<file path="src/rtl/sync_fifo_pkg.sv">
// Shared types and helpers for the flexible single-clock FIFO family.
// Mode selection enum and the count-width helper used by every instance.
package sync_fifo_pkg;

    typedef enum logic [0:0] {
        FIFO_STD  = 1'b0,
        FIFO_FWFT = 1'b1
    } fifo_mode_e;

    // Count must be able to represent every value 0..depth inclusive.
    function automatic int fifo_cw(input int depth);
        return $clog2(depth + 1);
    endfunction

endpackage

</file>
<file path="src/rtl/sync_fifo_mem.sv">
// Simple dual-port storage: one write port, one registered read port.
// The array has no reset; only the read data register returns to zero.
module sync_fifo_mem #(
    parameter int DATA_WIDTH = 8,
    parameter int DEPTH      = 256,
    parameter int AW         = $clog2(DEPTH)
) (
    input  logic                  clk,
    input  logic                  rst,
    input  logic                  wr_en,
    input  logic [AW-1:0]         wr_addr,
    input  logic [DATA_WIDTH-1:0] wr_data,
    input  logic                  rd_en,
    input  logic [AW-1:0]         rd_addr,
    output logic [DATA_WIDTH-1:0] rd_data
);

    logic [DATA_WIDTH-1:0] mem_r [DEPTH];

    // Storage write port
    always_ff @(posedge clk) begin
        if (wr_en) begin
            mem_r[wr_addr] <= wr_data;
        end
    end

    // Registered read port; holds its value when no read is issued
    always_ff @(posedge clk) begin
        if (rst) begin
            rd_data <= {DATA_WIDTH{1'b0}};
        end else if (rd_en) begin
            rd_data <= mem_r[rd_addr];
        end
    end

endmodule

</file>
<file path="src/rtl/sync_fifo_flex.sv">
// Parametrised single-clock FIFO: any depth >= 2, occupancy count, programmable
// almost-full/almost-empty, overflow/underflow pulses, standard or FWFT read.
module sync_fifo_flex
    import sync_fifo_pkg::*;
#(
    parameter int         DATA_WIDTH = 8,
    parameter int         DEPTH      = 256,
    parameter fifo_mode_e MODE       = FIFO_STD,
    parameter int         AF_LEVEL   = DEPTH - 2,
    parameter int         AE_LEVEL   = 2,
    localparam int        CW         = fifo_cw(DEPTH)
) (
    input  logic                  clk,
    input  logic                  rst,
    input  logic                  wr_en,
    input  logic [DATA_WIDTH-1:0] din,
    input  logic                  rd_en,
    output logic [DATA_WIDTH-1:0] dout,
    output logic                  valid,
    output logic                  full,
    output logic                  empty,
    output logic                  almost_full,
    output logic                  almost_empty,
    output logic [CW-1:0]         count,
    output logic                  overflow,
    output logic                  underflow
);

    localparam int            PW      = $clog2(DEPTH);
    localparam logic [CW-1:0] DEPTH_C = CW'(DEPTH);
    localparam logic [CW-1:0] AF_C    = CW'(AF_LEVEL);
    localparam logic [CW-1:0] AE_C    = CW'(AE_LEVEL);
    localparam logic [PW-1:0] LAST_C  = PW'(DEPTH - 1);
    localparam logic          IS_FWFT = (MODE == FIFO_FWFT);

    if (DEPTH < 2) begin : g_bad_depth
        $fatal(1, "sync_fifo_flex: DEPTH must be >= 2");
    end
    if (AF_LEVEL < 1 || AF_LEVEL > DEPTH) begin : g_bad_af
        $fatal(1, "sync_fifo_flex: AF_LEVEL must be in 1..DEPTH");
    end
    if (AE_LEVEL < 0 || AE_LEVEL > DEPTH - 1) begin : g_bad_ae
        $fatal(1, "sync_fifo_flex: AE_LEVEL must be in 0..DEPTH-1");
    end
    if (MODE != FIFO_STD && MODE != FIFO_FWFT) begin : g_bad_mode
        $fatal(1, "sync_fifo_flex: unknown MODE");
    end

    logic [PW-1:0] wr_ptr_r;
    logic [PW-1:0] rd_ptr_r;
    logic [CW-1:0] count_r;
    logic [CW-1:0] mem_count_r;
    logic          valid_r;
    logic          empty_r;
    logic          full_r;
    logic          af_r;
    logic          ae_r;
    logic          ovf_r;
    logic          unf_r;

    logic          wr_acc_s;
    logic          rd_acc_s;
    logic          mem_rd_s;
    logic          valid_nxt_s;
    logic          empty_nxt_s;
    logic [CW-1:0] count_nxt_s;
    logic [CW-1:0] mem_count_nxt_s;

    // Accept decisions and next-state values; flags are all derived from pre-edge state
    always_comb begin
        wr_acc_s = wr_en && !full_r;
        rd_acc_s = rd_en && !empty_r;

        // FWFT prefetches into the output register whenever it is free or being acknowledged
        if (IS_FWFT) begin
            mem_rd_s    = (!valid_r || rd_en) && (mem_count_r != {CW{1'b0}});
            valid_nxt_s = mem_rd_s || (valid_r && !rd_en);
        end else begin
            mem_rd_s    = rd_acc_s;
            valid_nxt_s = rd_acc_s;
        end

        case ({wr_acc_s, rd_acc_s})
            2'b10:   count_nxt_s = count_r + CW'(1'b1);
            2'b01:   count_nxt_s = count_r - CW'(1'b1);
            default: count_nxt_s = count_r;
        endcase

        case ({wr_acc_s, mem_rd_s})
            2'b10:   mem_count_nxt_s = mem_count_r + CW'(1'b1);
            2'b01:   mem_count_nxt_s = mem_count_r - CW'(1'b1);
            default: mem_count_nxt_s = mem_count_r;
        endcase

        if (IS_FWFT) begin
            empty_nxt_s = !valid_nxt_s;
        end else begin
            empty_nxt_s = (count_nxt_s == {CW{1'b0}});
        end
    end

    // Pointers, occupancy and registered status flags
    always_ff @(posedge clk) begin
        if (rst) begin
            wr_ptr_r    <= {PW{1'b0}};
            rd_ptr_r    <= {PW{1'b0}};
            count_r     <= {CW{1'b0}};
            mem_count_r <= {CW{1'b0}};
            valid_r     <= 1'b0;
            empty_r     <= 1'b1;
            full_r      <= 1'b0;
            af_r        <= 1'b0;
            ae_r        <= 1'b1;
            ovf_r       <= 1'b0;
            unf_r       <= 1'b0;
        end else begin
            if (wr_acc_s) begin
                wr_ptr_r <= (wr_ptr_r == LAST_C) ? {PW{1'b0}} : wr_ptr_r + PW'(1'b1);
            end
            if (mem_rd_s) begin
                rd_ptr_r <= (rd_ptr_r == LAST_C) ? {PW{1'b0}} : rd_ptr_r + PW'(1'b1);
            end
            count_r     <= count_nxt_s;
            mem_count_r <= mem_count_nxt_s;
            valid_r     <= valid_nxt_s;
            empty_r     <= empty_nxt_s;
            full_r      <= (count_nxt_s == DEPTH_C);
            af_r        <= (count_nxt_s >= AF_C);
            ae_r        <= (count_nxt_s <= AE_C);
            ovf_r       <= wr_en && full_r;
            unf_r       <= rd_en && empty_r;
        end
    end

    // The memory read register doubles as the output register in both modes
    sync_fifo_mem #(
        .DATA_WIDTH (DATA_WIDTH),
        .DEPTH      (DEPTH),
        .AW         (PW)
    ) u_mem (
        .clk     (clk),
        .rst     (rst),
        .wr_en   (wr_acc_s),
        .wr_addr (wr_ptr_r),
        .wr_data (din),
        .rd_en   (mem_rd_s),
        .rd_addr (rd_ptr_r),
        .rd_data (dout)
    );

    assign valid        = valid_r;
    assign full         = full_r;
    assign empty        = empty_r;
    assign almost_full  = af_r;
    assign almost_empty = ae_r;
    assign count        = count_r;
    assign overflow     = ovf_r;
    assign underflow    = unf_r;

endmodule

</file>
<file path="config.mk">
export PLATFORM = sky130hd
export DESIGN_NAME = sync_fifo_flex
export DESIGN_NICKNAME = d
export VERILOG_FILES = /design/src/rtl/sync_fifo_pkg.sv /design/src/rtl/sync_fifo_mem.sv /design/src/rtl/sync_fifo_flex.sv
export SDC_FILE = /design/constraint.sdc
export NUM_CORES = 2
export LEC_CHECK = 0
export CAP_MARGIN = 20
export CORE_MARGIN = 1.5
export CORE_UTILIZATION = 30
export DETAILED_ROUTE_END_ITERATION = 8
export GPL_TIMING_DRIVEN = 0
export SLEW_MARGIN = 15
export SYNTH_ARGS = -nofsm -noshare
export SYNTH_HDL_FRONTEND = slang
export SYNTH_HIERARCHICAL = 1
export SYNTH_SLANG_ARGS = --single-unit
</file>
<file path="constraint.sdc">
create_clock -name clk -period 2.81 [get_ports clk]
set_input_delay 0.843 -clock clk [delete_from_list [all_inputs] [get_ports clk]]
set_output_delay 0.843 -clock clk [all_outputs]
set_load 0.02 [all_outputs]
</file>
# Word level (Yosys, flattened, before mapping)
# Memory sizes are Yosys's and may differ from the RTL's. A register that Yosys moved wholly into a read port is not among the register bits.
# Cells that the tools add are included.
# totals
regBits,32
ram_bits,2048
out_inout_bits,24
word_cells,34
memories,1
# mem_list
name,depth,width,read_ports,rd_ports_with_merged_regs,write_ports,line,rtl
u_mem.mem_r,256,8,1,1,1,sync_fifo_mem.sv:18,logic [DATA_WIDTH-1:0] mem_r [DEPTH];
# op_classes
n_addsub,4
n_lt_le_gt_ge,2
n_eq_ne,5
muxes,5
n_reduce_logical,7
# ops
cell,n
one-hot mux 9 bit (2 select lines),1
"adder 8 x 1 -> 8 bit, second input constant",2
"== test 8 bit, second input constant",2
2-to-1 mux 8 bit,2
"adder 9 x 1 -> 9 bit, second input constant",1
"== test 9 bit, second input constant",1
"greater-or-equal comparator 9 x 8 -> 1 bit, second input constant",1
"less-or-equal comparator 9 x 2 -> 1 bit, second input constant",1
zero test 9 bit,1
"subtractor 9 x 1 -> 9 bit, second input constant",1
logical AND 1 bit,4
"== test 2 x 1 -> 1 bit, second input constant",1
"== test 2 bit, second input constant",1
zero test 1 bit,2
2-to-1 mux 1 bit,2

# Logic depth before layout (Yosys ltp)
# logic_depth
ltp_word,5
depth_mapped,13
mapped_depth_nobuf,12

# Hierarchy
# The synthesis kept the hierarchy.
# by_module_without_submodules
module,n_inst,cells_each,area_each_um2
sync_fifo_mem,1,3938,80524.7
sync_fifo_flex,1,197,1690.4

# Least setup slack after synthesis
# OpenSTA, ideal clock, no wires.
# synth_path
path_type,input to register
from,input rd_en
to,"register u_mem.rd_data[4], read port of u_mem.mem_r"
setup_time_ps,60
t_arrival_ps,2884
required_time_ps,2750
setup_slack_ps,-134
stages,10
path_buffers,1
path_cell_list,nand2b_1 inv_1 buf_1 nor2b_1 nor2b_1 o41ai_1 a31oi_1 nand4_1 a2111oi_0 a221o_1
# synth_between
elab_chain_len,1
# synth_lines
item,line,rtl
start: declaration,sync_fifo_flex.sv:17,"input logic rd_en,"
logical AND 1 bit,sync_fifo_flex.sv:72,rd_acc_s = rd_en && !empty_r;
named net mem_rd_s,sync_fifo_flex.sv:63,logic mem_rd_s;
end: declaration,sync_fifo_mem.sv:15,output logic [DATA_WIDTH-1:0] rd_data
# The timed path passes the listed nets, and every way through them passes these cells.
# A chain may end at the register's enable or synchronous reset.

==> results.yml <==
floorplan:
  core.rowCount: 192
  die_h_um: 526.5
  coreArea_sq_mm: 0.2731
  io_pins: 36
  dieArea_sq_mm: 0.2772
  fp.dieW_um: 526.5
  start_util: 0.3010
synthesis:
  ys.flop_type: "edfxtp_1"
  synth_edf_count: 2048
  synth_top_area_frac: 0.7480
  ys_ff_latch: 2088
  synthDistinctLibCells: 79
  async_flop_share: 0
  synth_top_area_cell: "edfxtp_1"
  synth.most_common_cell: "edfxtp_1"
  syn-cell-area_sq_mm: 0.08222
  syn-num-nets: 4151
  ys_seq_area_frac: 0.7578
  synth_common_cells: "2,048 x edfxtp_1, 353 x mux4_2, 323 x nor2_1"
  yosys_warnings: 6
  synthCells: 4135
  syn_area_per_cell_sq_um: 19.88
  synth.area.top_cells: "edfxtp_1 75%, mux4_2 9.7%, mux2i_1 3.4%"
critical_path:
  worstPathRequired_ps: 3590
  endpoint_kind: "flip-flop"
  critPathArrivalTime_ps: 4060
  path_class: "reg2reg"
  critical_path.startpoint_type: "flip-flop"
  cp_max_fo: 10
timing:
  fin_skew_ps: 63.08
  tightest_slew_ps: 1005
  setup_viol: 341
  layout_setup_ws_ps: -466.4
  slew_headroom: 0.3298
  fin_crit_ps: 3276
  finalHoldViolCount: 0
  fin_crit_sh: 1.166
  slew_viol_final: 0
  rsz0062_at_grt: "true"
  setup_tns_ps: -13030
  clock.fmax_mhz: 305.2
power_and_ir_drop:
  pwr-share-clk: 0.351
  power_density_mw_per_mm2: 753.8
  p_comb_frac: 0.208
  intPower_w: 0.05650
  p_leak_nw: 31.58
  seqPwrFrac: 0.440
  switching_power_w: 0.02179
  ir_worst_vdd_uv: 626.1
  switching_share: 0.2783
clocking:
  cts_tree: "built"
  h-tree-depth: 4
  cts-root-buf: "clkbuf_16"
  cts_hold_buf: 0
  cts_buffer_depth: 3
  cts_num_sinks: 2088
  clock_latency_ps: 900
  numCtsBuffers: 205
  cts.clk_slew.worst_paths_ps: 60
global_routing:
  grt_start_max_net_pins: 139
  grt_pass1_vias: 47080
  gr-total-overflow: 0
  grt_pass1_wl_um: 443800
  antenna_found_initial: 21
  grt.total_usage: 0.2423
run_status:
  status: "complete, but fails checks"
  violations: "negative setup slack"
place:
  post-place-ws_ps: -2603
  port_buffers: 35
  hpwl_um: 222100
  gp_congestion: 1.051
  placed_cell_area_sq_mm: 0.08842
detailed_routing:
  vias_per_cell: 5.984
  drc_errors: 0
  wire_per_inst_um: 40.42
  first_pass_iters: 9
  ant_nets: 0
  vias: 51010
  drt_iter0_drc: 9480
  wirelength_um: 344600
run:
  cap_violations: 0
layout:
  syn_to_final_growth_pct: 26.32
  post-route-util: 0.3802
  fin_area_sq_mm: 0.1039
  nets: 4764
  drive_above_1_share: 0.3653
hold_path:
  hold_class: "in2reg"
-- metrics by stage --
stage / total power, W / instances / hold slack (ps)
6_report: 0.07829 / 8525 / 242.5
5_1_grt: 0.07940 / 8511 / 229.7
4_1_cts: 0.07683 / 8411 / 221.2
3_5_place_dp: 0.04715 / 7825 / 509.3
3_3_place_gp: 0.04730 / 7759 / 492.9
2_1_floorplan: 0.04131 / 4135 / 473.8
-- critical path: stages (launching register included) --
cell,delay [ps]
dfxtp_1,340
clkbuf_4,250
clkbuf_4,280
nand3b_1,290
buf_4,290
buf_6,260
a211oi_2,90
a211oi_4,460
nand4_1,520
a2bb2oi_1,270
o31ai_1,80
-- cell families (layout without fill, tap and decap cells) --
| group | Yosys count | in the layout | share of synthesized area |
|---|---|---|---|
| DFF | 2088 | 2088 | 0.7578 |
| muxes | 675 | 675 | 0.1436 |
| and+or+nand+nor | 663 | 663 | 0.03590 |
| AOI/OAI and AO/OA | 420 | 420 | 0.03649 |
| buffers and inverters | 262 | 1046 | 0.02313 |
| xor gates and xnor gates | 23 | 23 | 0.002450 |
| adders and majority gates | 4 | 4 | 0.0006088 |
| other | 0 | 17 | 0 |
-- repair_timing --
item | CTS | global route
endpoints found under the setup margin | 2069 | 1911
pin swaps | 73 | 46
resized for setup | 1115 | 217
cloned | 1 | 4
setup buffers | 213 | 90
-- sequential cells by signal (all words and copies together) (netlist names), 8 cells and up --
register,cells
u_mem/mem_r,2048
count,9
rd_ptr_r,8
u_mem/rd_data,8
wr_ptr_r,8
-- power by group through the flow --
| stage | logic, W | clock network [W] | registers, W |
|---|---|---|---|
| floorplan | 0.00619 | 0 | 0.0351 |
| global placement | 0.0118 | 0 | 0.0355 |
| detailed placement | 0.0120 | 0 | 0.0351 |
| CTS | 0.0148 | 0.0276 | 0.0344 |
| global route | 0.0162 | 0.0288 | 0.0344 |
| finish | 0.0163 | 0.0275 | 0.0345 |
-- final cells by class --
| type | instances | area, sq um |
|---|---|---|
| Antenna cell | 17 | 42.54 |
| Buffer | 245 | 3886 |
| Clock buffer | 260 | 5429 |
| Clock inverter | 118 | 1230 |
| Fill cell | 24260 | 169300 |
| Inverter | 9 | 38.79 |
| Multi-Input combinational cell | 1785 | 21360 |
| Sequential cell | 2088 | 62320 |
| Tap cell | 3589 | 4491 |
| Timing Repair Buffer | 414 | 5057 |
-- cell usage in the layout (no fill, tap or decap), drive strengths merged, types with 5 or more instances in the layout --
cell type      Yosys  layout
and2              10      10
mux4             392     392
bufinv             0      16
nand2b             9       9
nor4              15      15
o22ai             99      99
nand3b             6       6
clkbuf           114     354
nor2b             16      16
o221ai            49      49
dlygate4sd2        0       5
xor2              12      12
nand4             28      28
nand2            134     134
buf              139     536
clkinvlp           0       7
a22oi             51      51
o21ai             43      43
a22o               6       6
clkdlybuf4s50      0      18
a2111oi           26      26
nor3              39      39
inv                9      16
dfxtp             40      40
mux2i            281     281
diode              0      17
a31oi             18      18
a21oi             55      55
and3               8       8
nor2             324     324
a211oi            31      31
xnor2             11      11
or3                6       6
edfxtp          2048    2048
clkinv             0      88
nand3             56      56
a221oi             8       8
-- path summary, 6_finish.rpt --
kind,startpoint,to,slack (ps),cells past startpoint
worst max-delay path,rd_ptr_r[5],u_mem/rd_data[0],-470,10
worst max register to register,rd_ptr_r[5],u_mem/rd_data[0],-470,10
worst min register to register,full,overflow,500,1
worst min-delay path,din[2],u_mem/mem_r[138][2],240,1
-- metal layers --
| layer | global-route usage | share of wire | up-vias |
|---|---|---|---|
| li1 | - | - | 18430 |
| met1 | 0.2891 | 0.33 | 26600 |
| met2 | 0.3436 | 0.42 | 4766 |
| met3 | 0.1001 | 0.15 | 1205 |
| met4 | 0.1914 | 0.095 | 12 |
| met5 | 0.007965 | 0.0013 | - |
No activity file was read; power rests on OpenSTA's default activity.
